`src/rtl/paint_pkg.sv`:
```
// Shared definitions for the paint pipeline: display geometry, the PS/2
// packet receiver state encoding and the bit positions inside a PS/2 mouse
// status byte (byte 0 of every movement packet).
package paint_pkg;

  localparam int SCREEN_W = 640;
  localparam int SCREEN_H = 480;

  typedef enum logic [1:0] {
    WAIT_B0,  // expecting the status byte
    WAIT_B1,  // expecting the X movement byte
    WAIT_B2   // expecting the Y movement byte
  } ps2_state_t;

  // Status byte bit indices.
  localparam int BTN_L = 0;
  localparam int BTN_R = 1;
  localparam int SYNC  = 3;  // always 1 in a genuine status byte
  localparam int XSIGN = 4;
  localparam int YSIGN = 5;
  localparam int XOVF  = 6;
  localparam int YOVF  = 7;

endpackage

```
`src/rtl/axis_sat_add.sv`:
```
// Adds a signed delta to an unsigned screen coordinate and clamps the result
// to 0..max_pos. Purely combinational.
//   pos     : current coordinate (0..max_pos)
//   delta   : signed movement, DW bits wide
//   max_pos : largest legal coordinate
//   sat_pos : clamped new coordinate
// DW defaults to the 9-bit PS/2 delta; the Y instance uses 10 bits because it
// receives the negated delta, and -(-256) = +256 does not fit in 9 bits.
module axis_sat_add #(
  parameter int DW = 9
) (
  input  logic [9:0]          pos,
  input  logic signed [DW-1:0] delta,
  input  logic [9:0]          max_pos,
  output logic [9:0]          sat_pos
);

  // 12 bits signed holds 0..1023 plus/minus 512 without wrapping.
  logic signed [11:0] sum;

  assign sum = $signed({2'b00, pos}) + 12'(delta);

  always_comb begin
    sat_pos = sum[9:0];
    if (sum < 12'sd0) begin
      sat_pos = '0;
    end else if (sum > $signed({2'b00, max_pos})) begin
      sat_pos = max_pos;
    end
  end

endmodule

```
`src/rtl/mouse_cursor_tracker.sv`:
```
// Assembles 3-byte PS/2 mouse movement packets from the byte receiver and
// keeps the cursor position (saturated to the display) plus button levels
// for the colour mapper.
//   Clk        : system clock
//   Reset      : synchronous active-high reset
//   byte_valid : one-cycle strobe, byte_data holds a new PS/2 byte
//   byte_data  : received byte
//   BallX      : cursor X, 0..X_MAX
//   BallY      : cursor Y, 0..Y_MAX
//   left_btn   : left button from the last applied packet
//   right_btn  : right button from the last applied packet
//   pkt_strobe : one-cycle pulse, a packet was applied
//   sync_err   : one-cycle pulse, a byte was discarded or a packet abandoned
module mouse_cursor_tracker
  import paint_pkg::*;
#(
  parameter int X_MAX   = SCREEN_W - 1,
  parameter int Y_MAX   = SCREEN_H - 1,
  parameter int X_INIT  = 320,
  parameter int Y_INIT  = 240,
  parameter int TIMEOUT = 2_000_000
) (
  input  logic       Clk,
  input  logic       Reset,
  input  logic       byte_valid,
  input  logic [7:0] byte_data,
  output logic [9:0] BallX,
  output logic [9:0] BallY,
  output logic       left_btn,
  output logic       right_btn,
  output logic       pkt_strobe,
  output logic       sync_err
);

  localparam int CW = $clog2(TIMEOUT);

  ps2_state_t state_q, state_d;
  logic [CW-1:0] cnt_q, cnt_d;
  logic [7:0] status_q, status_d;
  logic [7:0] dx_q, dx_d;
  logic       apply, err;

  logic signed [8:0] dx, dy;
  logic signed [9:0] dy_neg;
  logic [9:0] x_next, y_next;

  // Deltas for the packet being completed: dy comes straight from the byte
  // arriving in WAIT_B2, so both are valid in the apply cycle.
  assign dx     = status_q[XOVF] ? 9'sd0 : $signed({status_q[XSIGN], dx_q});
  assign dy     = status_q[YOVF] ? 9'sd0 : $signed({status_q[YSIGN], byte_data});
  assign dy_neg = -10'(dy);  // PS/2 Y grows upward, screen Y grows downward

  axis_sat_add #(.DW(9)) u_x_add (
    .pos    (BallX),
    .delta  (dx),
    .max_pos(10'(X_MAX)),
    .sat_pos(x_next)
  );

  axis_sat_add #(.DW(10)) u_y_add (
    .pos    (BallY),
    .delta  (dy_neg),
    .max_pos(10'(Y_MAX)),
    .sat_pos(y_next)
  );

  // NOTE: every variable gets a default before the case so no path leaves it
  // unassigned; otherwise synthesis infers a latch to hold the old value.
  always_comb begin
    state_d  = state_q;
    cnt_d    = cnt_q;
    status_d = status_q;
    dx_d     = dx_q;
    apply    = 1'b0;
    err      = 1'b0;
    unique case (state_q)
      WAIT_B0: begin
        cnt_d = '0;
        if (byte_valid) begin
          if (byte_data[SYNC]) begin
            status_d = byte_data;
            state_d  = WAIT_B1;
          end else begin
            err = 1'b1;  // out-of-sync byte: drop and keep hunting
          end
        end
      end
      WAIT_B1, WAIT_B2: begin
        if (byte_valid) begin
          // An arriving byte wins over a simultaneous timeout expiry.
          cnt_d = '0;
          if (state_q == WAIT_B1) begin
            dx_d    = byte_data;
            state_d = WAIT_B2;
          end else begin
            apply   = 1'b1;
            state_d = WAIT_B0;
          end
        end else if (cnt_q == CW'(TIMEOUT - 1)) begin
          cnt_d   = '0;
          err     = 1'b1;
          state_d = WAIT_B0;
        end else begin
          cnt_d = cnt_q + 1'b1;
        end
      end
      default: state_d = WAIT_B0;
    endcase
  end

  // NOTE: sequential state uses non-blocking assignments so every register
  // samples pre-edge values regardless of statement order.
  always_ff @(posedge Clk) begin
    if (Reset) begin
      state_q    <= WAIT_B0;
      cnt_q      <= '0;
      status_q   <= '0;
      dx_q       <= '0;
      BallX      <= 10'(X_INIT);
      BallY      <= 10'(Y_INIT);
      left_btn   <= 1'b0;
      right_btn  <= 1'b0;
      pkt_strobe <= 1'b0;
      sync_err   <= 1'b0;
    end else begin
      state_q    <= state_d;
      cnt_q      <= cnt_d;
      status_q   <= status_d;
      dx_q       <= dx_d;
      pkt_strobe <= apply;
      sync_err   <= err;
      if (apply) begin
        BallX     <= x_next;
        BallY     <= y_next;
        left_btn  <= status_q[BTN_L];
        right_btn <= status_q[BTN_R];
      end
    end
  end

endmodule

```
`config.mk`:
```
export PLATFORM = sky130hd
export DESIGN_NAME = mouse_cursor_tracker
export DESIGN_NICKNAME = d
export VERILOG_FILES = /design/src/rtl/paint_pkg.sv /design/src/rtl/axis_sat_add.sv /design/src/rtl/mouse_cursor_tracker.sv
export SDC_FILE = /design/constraint.sdc
export NUM_CORES = 1
export LEC_CHECK = 0
export BUFFER_PORTS_ARGS = -buffer_cell sky130_fd_sc_hd__buf_2
export CAP_MARGIN = 10
export CORE_ASPECT_RATIO = 0.9
export CORE_UTILIZATION = 46
export DETAILED_ROUTE_END_ITERATION = 10
export GPL_ROUTABILITY_DRIVEN = 1
export PLACE_DENSITY = 0.74
export REMOVE_ABC_BUFFERS = 1
export SETUP_SLACK_MARGIN = 0.02
export SLEW_MARGIN = 20
export SYNTH_ARGS = -nofsm -noshare
export SYNTH_HDL_FRONTEND = slang
export SYNTH_SLANG_ARGS = --single-unit
```
`constraint.sdc`:
```
create_clock -name Clk -period 3 [get_ports Clk]
set_input_delay 0.3 -clock Clk [delete_from_list [all_inputs] [get_ports Clk]]
set_output_delay 0.3 -clock Clk [all_outputs]
set_load 0.02 [all_outputs]
```
* Word-level counts from Yosys, hierarchy flattened
Cells that the tools add are included.
** Word-level totals
- Flip-flop bits (word level) :: 63
- Output and inout bits :: 24
- Input port bits :: 11
- Logic and storage cells :: 53
- Memories :: 0
- Bits in writable memories :: 0
- Latch bits :: 0
- ROM bits :: 0
** Cells by class
- Mux-type cells :: 23
- Add/sub/neg operators :: 4
- Reductions and logical operators :: 6
- Order comparisons :: 4
- Bitwise logic cells :: 0
- Shift-type cells :: 0
- $mul :: 0
- Divide/modulo/power cells :: 0
- Equal/unequal tests :: 6
** Operators with widths (count)
- $mux 21 :: 2
- $pmux 21 s2 :: 1
- $mux 10 :: 4
- $lt 12x1->1 const B :: 2
- $add 21x1->21 const B :: 1
- $eq 21x21->1 const B :: 1
- $mux 9 :: 2
- $add 11x10->12 :: 1
- $add 11x9->12 :: 1
- $gt 12x10->1 const B :: 1
- $gt 12x11->1 const B :: 1
- $mux 2 :: 5
- $neg 9->10 :: 1
- $reduce_and 3->1 :: 3
- $mux 1 :: 7
- $ne 2x2->1 const B :: 2
- $pmux 2 s2 :: 1
- $ne 3x3->1 const B :: 1
- $eq 2x1->1 const B :: 1
- $eq 2x2->1 const B :: 1
- $logic_not 2->1 :: 1
- $pmux 1 s2 :: 1
- $reduce_bool 2->1 :: 1
- $reduce_or 2->1 :: 1

* Logic depth before layout (Yosys ltp)
Gate-level depths: netlist of the first run.
- Word-level depth :: 6
- Gate-level depth with buffers :: 12
- Mapped depth without buffers :: 11

* By module
From an unflattened synthesis of the first run, not the netlist that was laid out.
** Unflattened totals
- Cells, all modules :: 634
- Area, all modules :: 4931.0 um2
** Modules (own cells, without submodules)
- mouse_cursor_tracker :: cells each 355, instances 1, area each 2895.3 um2
- axis_sat_add (u_x_add) :: cells each 165, instances 1, area each 1132.3 um2
- axis_sat_add (u_y_add) :: cells each 114, instances 1, area each 903.4 um2

* Worst setup path before layout of the first run
No wires, ideal clock.
- Path kind :: reg2reg
- Start :: reg status_q[6]
- End :: reg BallX[8]
- Stages on the path, launching flop included :: 13
- Arrival time :: 2649 ps
- Setup slack :: 229 ps
- Cell sequence :: dfxtp_1 -> buf_4 -> nor2b_1 -> ha_1 -> inv_1 -> fa_1 -> nor2b_4 -> o31a_1 -> o21ai_1 -> o311a_1 -> nor4_2 -> a311oi_4 -> a221o_1
** Between the ends
- Longest elaborated chain between the ends :: 5
- Elaborated cells on any way between the ends :: 6
- Classes of those cells :: add/sub (1); order compare (2); mux (3)
** RTL lines
- from (decl) :: RTL line mouse_cursor_tracker.sv:39 : logic [7:0] status_q, status_d;
- from (signal assigned) :: RTL line mouse_cursor_tracker.sv:128 : status_q <= status_d;
- $mux 9 (*) :: RTL line mouse_cursor_tracker.sv:49 : assign dx = status_q[XOVF] ? 9'sd0 : $signed({status_q[XSIGN], dx_q});
- $add 11x9->12 (*) :: RTL line axis_sat_add.sv:21 : assign sum = $signed({2'b00, pos}) + 12'(delta);
- $gt 12x11->1 :: RTL line axis_sat_add.sv:27 : end else if (sum > $signed({2'b00, max_pos})) begin
- $mux 10 :: RTL line axis_sat_add.sv:27
- $mux 10 (*) :: RTL line axis_sat_add.sv:25 : if (sum < 12'sd0) begin
- to (signal assigned) :: RTL line mouse_cursor_tracker.sv:119 : BallX <= 10'(X_INIT);
- to (signal assigned) :: RTL line mouse_cursor_tracker.sv:133 : BallX <= x_next;
- to (decl) :: RTL line mouse_cursor_tracker.sv:27 : output logic [9:0] BallX,
Every way passes the cells marked *; elsewhere a longest branch is shown, timed or not.
A chain may end at the register's enable or synchronous reset.

* Worst setup path after layout of the first run
- Start :: reg status_q[6]
- End :: reg BallX[0]
Same word-level chain as after synthesis.

==> results of run 1 <==
==> cells in the mapped netlist, drive strengths merged, types with 4 or more instances <==
cell / n
clkbuf: 14
inv: 18
or3: 4
nand2b: 13
nand2: 51
ha: 27
nor4: 4
a221oi: 9
nor3: 8
xor2: 17
dfxtp: 61
o21ai: 13
nor2b: 16
nand4: 4
nor2: 50
a21o: 7
a31oi: 7
a21oi: 36
o211ai: 5
xnor2: 16
mux2i: 10
o21a: 6
nand3: 10
==> worst max path at each step <==
stage,startpoint,end,slack (ns),cells after the start
final,status_q[6]$_SDFFE_PP0P_,BallX[0]$_SDFFE_PP0P_,0.10,12
after CTS,status_q[6]$_SDFFE_PP0P_,BallX[4]$_SDFFE_PP0P_,0.03,11
after global placement,status_q[6]$_SDFFE_PP0P_,BallX[8]$_SDFFE_PP1P_,0.17,11
after global routing,status_q[6]$_SDFFE_PP0P_,BallX[0]$_SDFFE_PP0P_,-0.03,13
after detailed placement,status_q[6]$_SDFFE_PP0P_,BallX[8]$_SDFFE_PP1P_,0.04,11
after floorplan,status_q[6]$_SDFFE_PP0P_,BallX[8]$_SDFFE_PP1P_,0.21,10
==> where the power goes <==
part	switching [mW]	total, mW	internal (mW)
registers	0.0196	0.851	0.831
logic	0.233	0.403	0.170
clock network	0.316	0.716	0.400
==> flip-flops by register name (all words and copies together) (netlist names) <==
signal      cells
cnt_q          21
BallX          10
BallY          10
dx_q            8
status_q        6
state_q         2
left_btn        1
pkt_strobe      1
right_btn       1
sync_err        1
==> cell families after synthesis <==
logic type | synth area share [%]
and+or+nand+nor | 23.16
AOI/OAI and AO/OA | 20.44
DFF | 32.29
buffers and inverters | 3.738
xor gates and xnor gates | 7.641
adders and majority gates | 9.990
muxes | 2.746
==> area by class of cell <==
cell class | count | area, sq um
repair buffers | 45 | 256.5
fillers | 722 | 3411
well taps | 96 | 120.1
multi-input cells | 355 | 2459
flip-flops and latches | 61 | 1225
clock inverters | 4 | 48.80
clock buffers | 11 | 141.4
inverters | 19 | 71.32
==> worst max-delay path: stages, from the launching register on <==
cell,delay [ns]
dfxtp_4,0.36
buf_4,0.14
nor2b_1,0.17
ha_1,0.30
o21a_1,0.19
o31a_1,0.15
buf_4,0.16
o2111a_1,0.27
a2111oi_4,0.33
a21oi_2,0.11
a311oi_4,0.29
buf_6,0.19
a221oi_1,0.09
==> through the flow <==
stage                     setup TNS [ns]  setup WS, ns  std cells
final                                  0        0.1036        591
after global routing            -0.07760      -0.02536        591
after CTS                              0       0.03497        587
after detailed placement               0       0.03959        572
after global placement                 0        0.1720        572
after floorplan                        0        0.2103        435
==> per-layer routing <==
metal / routed length (um) / part of all wire, %
met1: 4192 / 49
met2: 3934 / 46
met3: 411 / 4.8
met4: 82 / 0.95
met5: 0 / 0
==> timing repair <==
item                                    in CTS  in global routing
gates resized for setup                      0                 10
setup buffers                                0                  4
endpoints found under the setup margin       0                 17
==> results.py, run 1 <==
metrics = {
    "yosys": {
        "syn-instance-count": 450,
        "ys_types": 70,
        "yosysSeqAreaShare_pct": 32.29,
        "ys_ff_latch": 61,
        "yosysTopAreaCellShare_pct": 32.29,
        "synth_top_cell_by_area": "dfxtp_1",
        "yosys_most_used_dff": "dfxtp_1",
        "synth_area_sq_um": 3782,
        "synth.top_cells.by_area": "dfxtp_1 32%, ha_1 8.9%, nand2_1 5.0%",
        "synthArstFlopShare_pct": 0,
        "syn-mean-instance-area_sq_um": 8.405,
        "yosysWarnings": 0,
        "synth-edff-count": 0,
    },
    "timing": {
        "slew_viol_final": 0,
        "whs_ns": 0.2120,
        "finClkSkew_ns": 0.01145,
        "hold_viol": 0,
        "fmax_ghz": 0.3453,
        "period_share_pct": 96.55,
        "setup_viol": 0,
        "slew_headroom_pct": 54.39,
        "worst_slew_pin_slew_ns": 0.6842,
        "post-route-min-period_ns": 2.896,
    },
    "global_route": {
        "track_usage_pct": 20.65,
        "grtUsageMet1_pct": 27.27,
        "antenna_found_initial": 0,
        "top_usage_layer": "met2",
        "use_met2_pct": 33.06,
        "grt_pass1_vias": 3034,
        "grt_pass1_wl_um": 14260,
        "met3_usage_pct": 6.544,
        "grt_max_degree": 41,
        "overflow": 0,
    },
    "layout": {
        "area_growth_pct": 14.26,
        "num_antenna_cells": 0,
        "mostFrequentLayoutCell": "dfxtp_1",
        "final_nets": 531,
        "post-route-util_pct": 55.89,
        "final_cell_mix": "60 x dfxtp_1, 50 x nand2_1, 50 x nor2_1, 34 x a21oi_1, 34 x buf_2",
        "drive_above_1_share_pct": 16.77,
        "design_area_sq_um": 4322,
    },
    "hold_path": {
        "hold_start": "byte_data[2]",
        "hold_path_depth": 3,
        "hp-class": "in -> reg",
        "min_to": "dx_q[2]$_SDFFE_PP0P_",
    },
    "power": {
        "cellPowerDensity_nw_per_um2": 455.9,
        "leakagePower_nw": 1.730,
        "total_power_mw": 1.970,
        "ir_drop_v": 0.0002832,
    },
    "clocking": {
        "clk_path_buf_depth": 2,
        "clk_latency_ns": 0.34,
        "cts_hold_buf": 0,
        "cts.sinks": 61,
        "cts_max_level": 3,
        "cts_inserted_buffers": 9,
        "cts_tree": "built",
        "cts-root-buf": "clkbuf_8",
        "clkTransAtPathRegs_ns": 0.07,
    },
    "die": {
        "die_x_um": 97.59,
        "initial_utilization_pct": 48.92,
        "pin_count": 35,
        "coreArea_sq_um": 7732,
        "die_area_sq_um": 8590,
        "die_h_um": 88.03,
        "fp-row-count": 30,
    },
    "critical_path": {
        "cp-start-kind": "flip-flop",
        "cp-end-kind": "flip-flop",
        "cp.required_ns": 3.19,
        "r2r-end": "BallX[0]$_SDFFE_PP0P_",
        "cp.arrival_ns": 3.09,
        "reg2reg_from": "status_q[6]$_SDFFE_PP0P_",
        "cp_max_fo": 9,
        "r2r_cells": 12,
        "reg2reg_slack_ns": 0.10,
        "critical_path_class": "reg -> reg",
    },
    "placed_design": {
        "placed_area_sq_um": 4055,
        "dp_hpwl_um": 6176,
        "gp_congestion": 0.8950,
        "port_buffers": 34,
    },
    "drt": {
        "num_vias": 3294,
        "route.detailed.drc": 0,
        "ant_nets": 0,
        "viasPerCell": 5.574,
        "first_iter_violations": 159,
        "wl_per_cell_um": 14.59,
        "dr.pass1.iters": 5,
        "wirelength_um": 8621,
    },
    "run_status": {
        "status": "complete, no violations",
    },
    "job": {
        "max-cap-violations": 0,
    },
}
No activity file was read; power rests on OpenSTA's default activity.
==> inputs of run 2 (changes only) <==
Settings changed: PLACE_DENSITY 0.74 to 0.71.
==> run 2 against run 1 <==
Hold slack improved by 0.0087 ns. Flip-flop and latch count did not move. Critical endpoint is now BallX[8]$_SDFFE_PP1P_. Worst setup slack improved by 0.049 ns. Largest cell class unchanged. Fmax rose by 1.7%. Total power rose by 7.1%. Register-to-register slack improved by 0.05 ns. Utilization rose by 0.71 points. Clock-buffer cell count fell by 1. Largest power group is now the clock network. Non-clock buffer count rose by 3. Design area rose by 1.3%. Combinational power barely moved.
==> results.py, run 2 (same netlist as run 1, synthesis figures left out) <==
metrics = {
    "timing": {
        "worst_slack_ns": 0.1524,
        "period_share_pct": 94.92,
        "hold_viol": 0,
        "slew_viol_final": 0,
        "post-route-min-period_ns": 2.848,
        "worst_slew_pin_slew_ns": 0.6834,
        "finClkSkew_ns": 0.007713,
        "setup_viol": 0,
        "slew_headroom_pct": 54.44,
        "fmax_ghz": 0.3512,
    },
    "die": {
        "die_x_um": 97.59,
        "coreArea_sq_um": 7732,
        "pin_count": 35,
        "die_h_um": 88.03,
        "fp-row-count": 30,
        "initial_utilization_pct": 48.92,
        "die_area_sq_um": 8590,
    },
    "clocking": {
        "cts-root-buf": "clkbuf_8",
        "clk_latency_ns": 0.34,
        "cts_tree": "built",
        "cts.sinks": 61,
        "cts_max_level": 3,
        "clk_path_buf_depth": 2,
        "clkTransAtPathRegs_ns": 0.08,
        "cts_inserted_buffers": 9,
    },
    "layout": {
        "fill_cells": 721,
        "num_antenna_cells": 0,
        "regMostFlops": "cnt_q",
        "top_regs": "cnt_q (21), BallX (10), BallY (10)",
        "drive_above_1_share_pct": 17.84,
        "post-route-util_pct": 56.60,
        "area_growth_pct": 15.71,
        "final_cell_mix": "60 x dfxtp_1, 50 x nand2_1, 49 x nor2_1, 34 x a21oi_1, 34 x buf_2",
        "mostFrequentLayoutCell": "dfxtp_1",
        "largest_reg_flops": 21,
        "final_nets": 534,
        "design_area_sq_um": 4377,
    },
    "critical_path": {
        "cp.arrival_ns": 3.08,
        "cp_slowest_cell": "o311a_1",
        "r2r_cells": 12,
        "cpPeakStageDelay_ns": 0.39,
        "cp.required_ns": 3.23,
        "cp-end-kind": "flip-flop",
        "critical_path_class": "reg -> reg",
        "cp-start-kind": "flip-flop",
        "reg2reg_from": "status_q[6]$_SDFFE_PP0P_",
        "reg2reg_slack_ns": 0.15,
        "cp_max_fo": 9,
        "crit_path_cell_trace": "nor2b_1, ha_2, inv_1, fa_2, nor2b_4, o31a_1, o21ai_2, o311a_1, nor4_4, a311oi_4, buf_4, a221o_1",
        "r2r-end": "BallX[8]$_SDFFE_PP1P_",
    },
    "power": {
        "leakagePower_nw": 1.752,
        "cellPowerDensity_nw_per_um2": 481.9,
        "ir_drop_v": 0.0002729,
        "total_power_mw": 2.109,
    },
    "drt": {
        "route.detailed.drc": 0,
        "wl_met1_um": 4308,
        "viasPerCell": 5.681,
        "ant_nets": 0,
        "num_vias": 3380,
        "met2_length_um": 3892,
        "first_iter_violations": 176,
        "wirelength_um": 8687,
        "dr.pass1.iters": 4,
        "highest_layer": "met4",
        "wl_per_cell_um": 14.60,
        "wl_met3_um": 389,
    },
    "global_route": {
        "track_usage_pct": 20.59,
        "antenna_found_initial": 0,
        "grt_pass1_vias": 3015,
        "grt_pass1_wl_um": 14150,
        "grt_max_degree": 36,
        "overflow": 0,
    },
    "hold_path": {
        "hp-class": "in -> reg",
        "hold_path_depth": 3,
        "min_to": "dx_q[2]$_SDFFE_PP0P_",
        "hold_start": "byte_data[2]",
    },
    "placed_design": {
        "placed_area_sq_um": 4070,
        "dpl_worst_slack_ns": 0.09319,
        "dp_hpwl_um": 6213,
        "port_buffers": 34,
        "gp_congestion": 0.8356,
    },
    "job": {
        "max-cap-violations": 0,
    },
    "run_status": {
        "status": "complete, no violations",
    },
}
==> run 2: changes by cell type in the layout (fill, tap and decap cells not counted), sizes merged <==
cell / change
clkbuf: -1
inv: +2
bufinv: +1
buf: +3
clkinv: -2
clkinvlp: +1
==> run 2: layer usage <==
layer,vias up,GRT usage [%]
met1,1595,28.37
li1,1692,-
met2,82,32.36
met3,11,4.709
met5,-,0
met4,0,6.150
==> run 2: area by class of cell <==
class | instances | area (sq um) | area share [%]
well taps | 96 | 120.1 | 2.744
clock buffers | 10 | 137.6 | 3.145
flip-flops and latches | 61 | 1222 | 27.93
inverters | 19 | 71.32 | 1.630
multi-input cells | 355 | 2456 | 56.12
repair buffers | 48 | 275.3 | 6.289
clock inverters | 6 | 93.84 | 2.144
==> run 2: worst max path at each step <==
stage,to,slack (ns),depth (start not counted),startpoint
floorplan,BallX[8]$_SDFFE_PP1P_,0.21,10,status_q[6]$_SDFFE_PP0P_
global placement,BallX[8]$_SDFFE_PP1P_,0.20,11,status_q[6]$_SDFFE_PP0P_
CTS,BallX[8]$_SDFFE_PP1P_,0.06,10,status_q[6]$_SDFFE_PP0P_
finish,BallX[8]$_SDFFE_PP1P_,0.15,12,status_q[6]$_SDFFE_PP0P_
detailed placement,BallX[8]$_SDFFE_PP1P_,0.09,10,status_q[6]$_SDFFE_PP0P_
global route,BallX[5]$_SDFFE_PP0P_,-0.03,12,status_q[6]$_SDFFE_PP0P_
==> run 2: stage by stage <==
step	TNS [ns]	hold slack (ns)	cells
after floorplan	0	0.3691	435
after global placement	0	0.4435	574
after detailed placement	0	0.4461	574
after CTS	0	0.2073	590
after global routing	-0.1017	0.2139	595
final	0	0.2207	595
==> run 2: timing repair <==
item                                   in CTS  in global routing
setup buffers                               0                  5
setup endpoints to repair                   0                  9
endpoints found under the hold margin       0                  0
hold buffers                                0                  0
gates resized for setup                     0                  9
==> run 2: critical path, delay by kind of cell, from the launching register on <==
family | cells | cell delay [ns]
AO/OA/AOI/OAI | 5 | 1.08
flip-flops | 1 | 0.35
AND/OR/NAND/NOR | 3 | 0.46
buffers and inverters | 2 | 0.25
adder cells (fa/ha/maj) | 2 | 0.59
==> run 2: power breakdown <==
group          switching (mW)  internal, mW  total [mW]
clock network           0.357         0.497       0.855
logic                   0.234         0.169       0.404
registers              0.0194         0.831       0.851
total                   0.611          1.50        2.11
==> inputs of run 3 (changes only) <==
Settings changed: ABC_AREA from default to 1, MAX_ROUTING_LAYER from default to met4.
==> run 3 against run 2 <==
Sequential power up 5.9%. Flip-flop and latch count unchanged. Area after synthesis up 5.9%. Critical endpoint is now BallX[6]$_SDFFE_PP1P_. Largest cell class unchanged.
==> results.py, run 3 <==
metrics = {
    "timing": {
        "setup_viol": 0,
        "finClkSkew_ns": 0.009441,
        "slew_viol_final": 0,
        "slew_headroom_pct": 62.02,
        "rsz0062_at_grt": "no",
        "period_share_pct": 86.19,
        "tns_ns": 0,
        "hold_viol": 0,
        "worst_slew_pin_slew_ns": 0.5683,
        "fmax_ghz": 0.3867,
        "post-route-min-period_ns": 2.586,
    },
    "global_route": {
        "grt_pass1_wl_um": 15540,
        "overflow": 0,
        "antenna_found_initial": 0,
        "grt_max_degree": 26,
        "grt_pass1_vias": 3500,
        "track_usage_pct": 21.95,
    },
    "clocking": {
        "cts-root-buf": "clkbuf_8",
        "cts_hold_buf": 0,
        "clk_path_buf_depth": 2,
        "cts_tree": "built",
        "cts_inserted_buffers": 9,
        "clk_latency_ns": 0.35,
        "cts-resized-gates": 0,
        "cts.sinks": 61,
        "clkTransAtPathRegs_ns": 0.08,
        "cts_max_level": 3,
        "cts_setup_buffers": 0,
    },
    "yosys": {
        "synth.most_common_cell": "nand2_1",
        "synthArstFlopShare_pct": 0,
        "ys_types": 37,
        "synth-edff-count": 0,
        "synth_area_sq_um": 4006,
        "ys_ff_latch": 61,
        "yosysSeqAreaShare_pct": 30.48,
        "yosysWarnings": 0,
        "yosysTopAreaCellShare_pct": 30.48,
        "syn-instance-count": 584,
        "synth_top_cell_by_area": "dfxtp_1",
        "ys_top_cells_by_count": "150 x nand2_1, 79 x inv_1, 61 x dfxtp_1, 53 x nor2_1, 42 x a21oi_1",
        "synth.top_cells.by_area": "dfxtp_1 30%, nand2_1 14%, ha_1 8.4%",
        "yosys_most_used_dff": "dfxtp_1",
        "syn-mean-instance-area_sq_um": 6.860,
    },
    "drt": {
        "num_vias": 3749,
        "first_iter_violations": 132,
        "route.detailed.drc": 0,
        "wirelength_um": 9198,
        "dr.pass1.iters": 5,
        "viasPerCell": 5.059,
        "wl_per_cell_um": 12.41,
        "ant_nets": 0,
    },
    "power": {
        "leakagePower_nw": 2.005,
        "cellPowerDensity_nw_per_um2": 517.7,
        "ir_drop_v": 0.0002393,
        "total_power_mw": 2.312,
    },
    "die": {
        "fp-row-count": 31,
        "die_h_um": 90.54,
        "pin_count": 35,
        "die_area_sq_um": 9087,
        "coreArea_sq_um": 8262,
        "initial_utilization_pct": 48.49,
        "die_x_um": 100.4,
    },
    "critical_path": {
        "cp-start-kind": "flip-flop",
        "critical_path_class": "reg -> reg",
        "cp_max_fo": 10,
        "cp.arrival_ns": 2.82,
        "reg2reg_slack_ns": 0.41,
        "cp.required_ns": 3.24,
        "cp-end-kind": "flip-flop",
    },
    "layout": {
        "top_regs": "cnt_q (21), BallX (10), BallY (10)",
        "regMostFlops": "cnt_q",
        "final_nets": 661,
        "area_growth_pct": 11.46,
        "mostFrequentLayoutCell": "nand2_1",
        "drive_above_1_share_pct": 17.41,
        "largest_reg_flops": 21,
        "final_cell_mix": "150 x nand2_1, 79 x inv_1, 61 x dfxtp_1, 53 x nor2_1, 42 x a21oi_1",
        "num_antenna_cells": 0,
    },
    "placed_design": {
        "gp_congestion": 0.9242,
        "dp_hpwl_um": 7097,
        "port_buffers": 34,
    },
    "hold_path": {
        "hp-class": "in -> reg",
    },
    "job": {
        "max-cap-violations": 0,
    },
    "run_status": {
        "status": "complete, no violations",
    },
}
-- run 3: path summary, 6_finish.rpt --
kind	startpoint	endpoint	depth (start not counted)
min reg2reg	status_q[5]$_SDFFE_PP0P_	status_q[5]$_SDFFE_PP0P_	2
max	status_q[6]$_SDFFE_PP0P_	BallX[6]$_SDFFE_PP1P_	15
max reg2reg	status_q[6]$_SDFFE_PP0P_	BallX[6]$_SDFFE_PP1P_	15
min	byte_data[2]	dx_q[2]$_SDFFE_PP0P_	3
-- run 3: logic make-up after synthesis --
group	Yosys count	share of synthesized area, %
compound gates	85	12.34
xor+xnor	19	4.528
fa+ha+maj	29	9.432
buf+inv	94	8.932
flops	61	30.48
simple gates	296	34.29
-- run 3: layer usage --
| metal | share of wire (%) | GRT usage, % |
|---|---|---|
| met5 | 0 | - |
| met4 | 1.5 | 8.816 |
| met3 | 3.6 | 4.180 |
| met2 | 47 | 34.59 |
| met1 | 48 | 27.55 |
-- run 3: area by class of cell --
| type | instances | area, sq um |
|---|---|---|
| fill | 826 | 3796 |
| multi-input combinational | 429 | 2427 |
| sequential | 61 | 1221 |
| inverter | 84 | 315.3 |
| timing repair buffer | 36 | 185.2 |
| tap | 115 | 143.9 |
| clock buffer | 9 | 123.9 |
| clock inverter | 7 | 48.80 |
-- run 3: metrics by stage --
| step | instance area [sq um] | hold slack (ns) | utilization (%) | setup WS [ns] | cells |
|---|---|---|---|---|---|
| final | 4466 | 0.2595 | 54.05 | 0.4143 | 741 |
| after global routing | 4466 | 0.2892 | 54.05 | 0.2343 | 741 |
| after CTS | 4466 | 0.2544 | 54.05 | 0.4213 | 741 |
| after detailed placement | 4293 | 0.4489 | 51.96 | 0.4357 | 725 |
| after global placement | 4293 | 0.4434 | 51.96 | 0.5057 | 725 |
| after floorplan | 3964 | 0.3624 | - | 0.8220 | 574 |
-- run 3: report_power, final --
part	leakage, nW	internal, mW	total [mW]	switching (mW)
Combinational	1.42	0.260	0.756	0.497
Clock	0.0898	0.302	0.654	0.353
Sequential	0.495	0.861	0.901	0.0398
-- run 3: critical path, stage by stage, from the launching register on --
cell     delay [ns]
dfxtp_1        0.39
nor2_1         0.15
ha_1           0.20
inv_1          0.07
fa_1           0.40
inv_1          0.07
nand3_1        0.06
nand2_1        0.13
nand2_1        0.10
nand2_1        0.11
a21oi_1        0.10
nor2b_2        0.18
nor2_4         0.23
nand2_1        0.09
o21ai_1        0.13
nand2_1        0.06
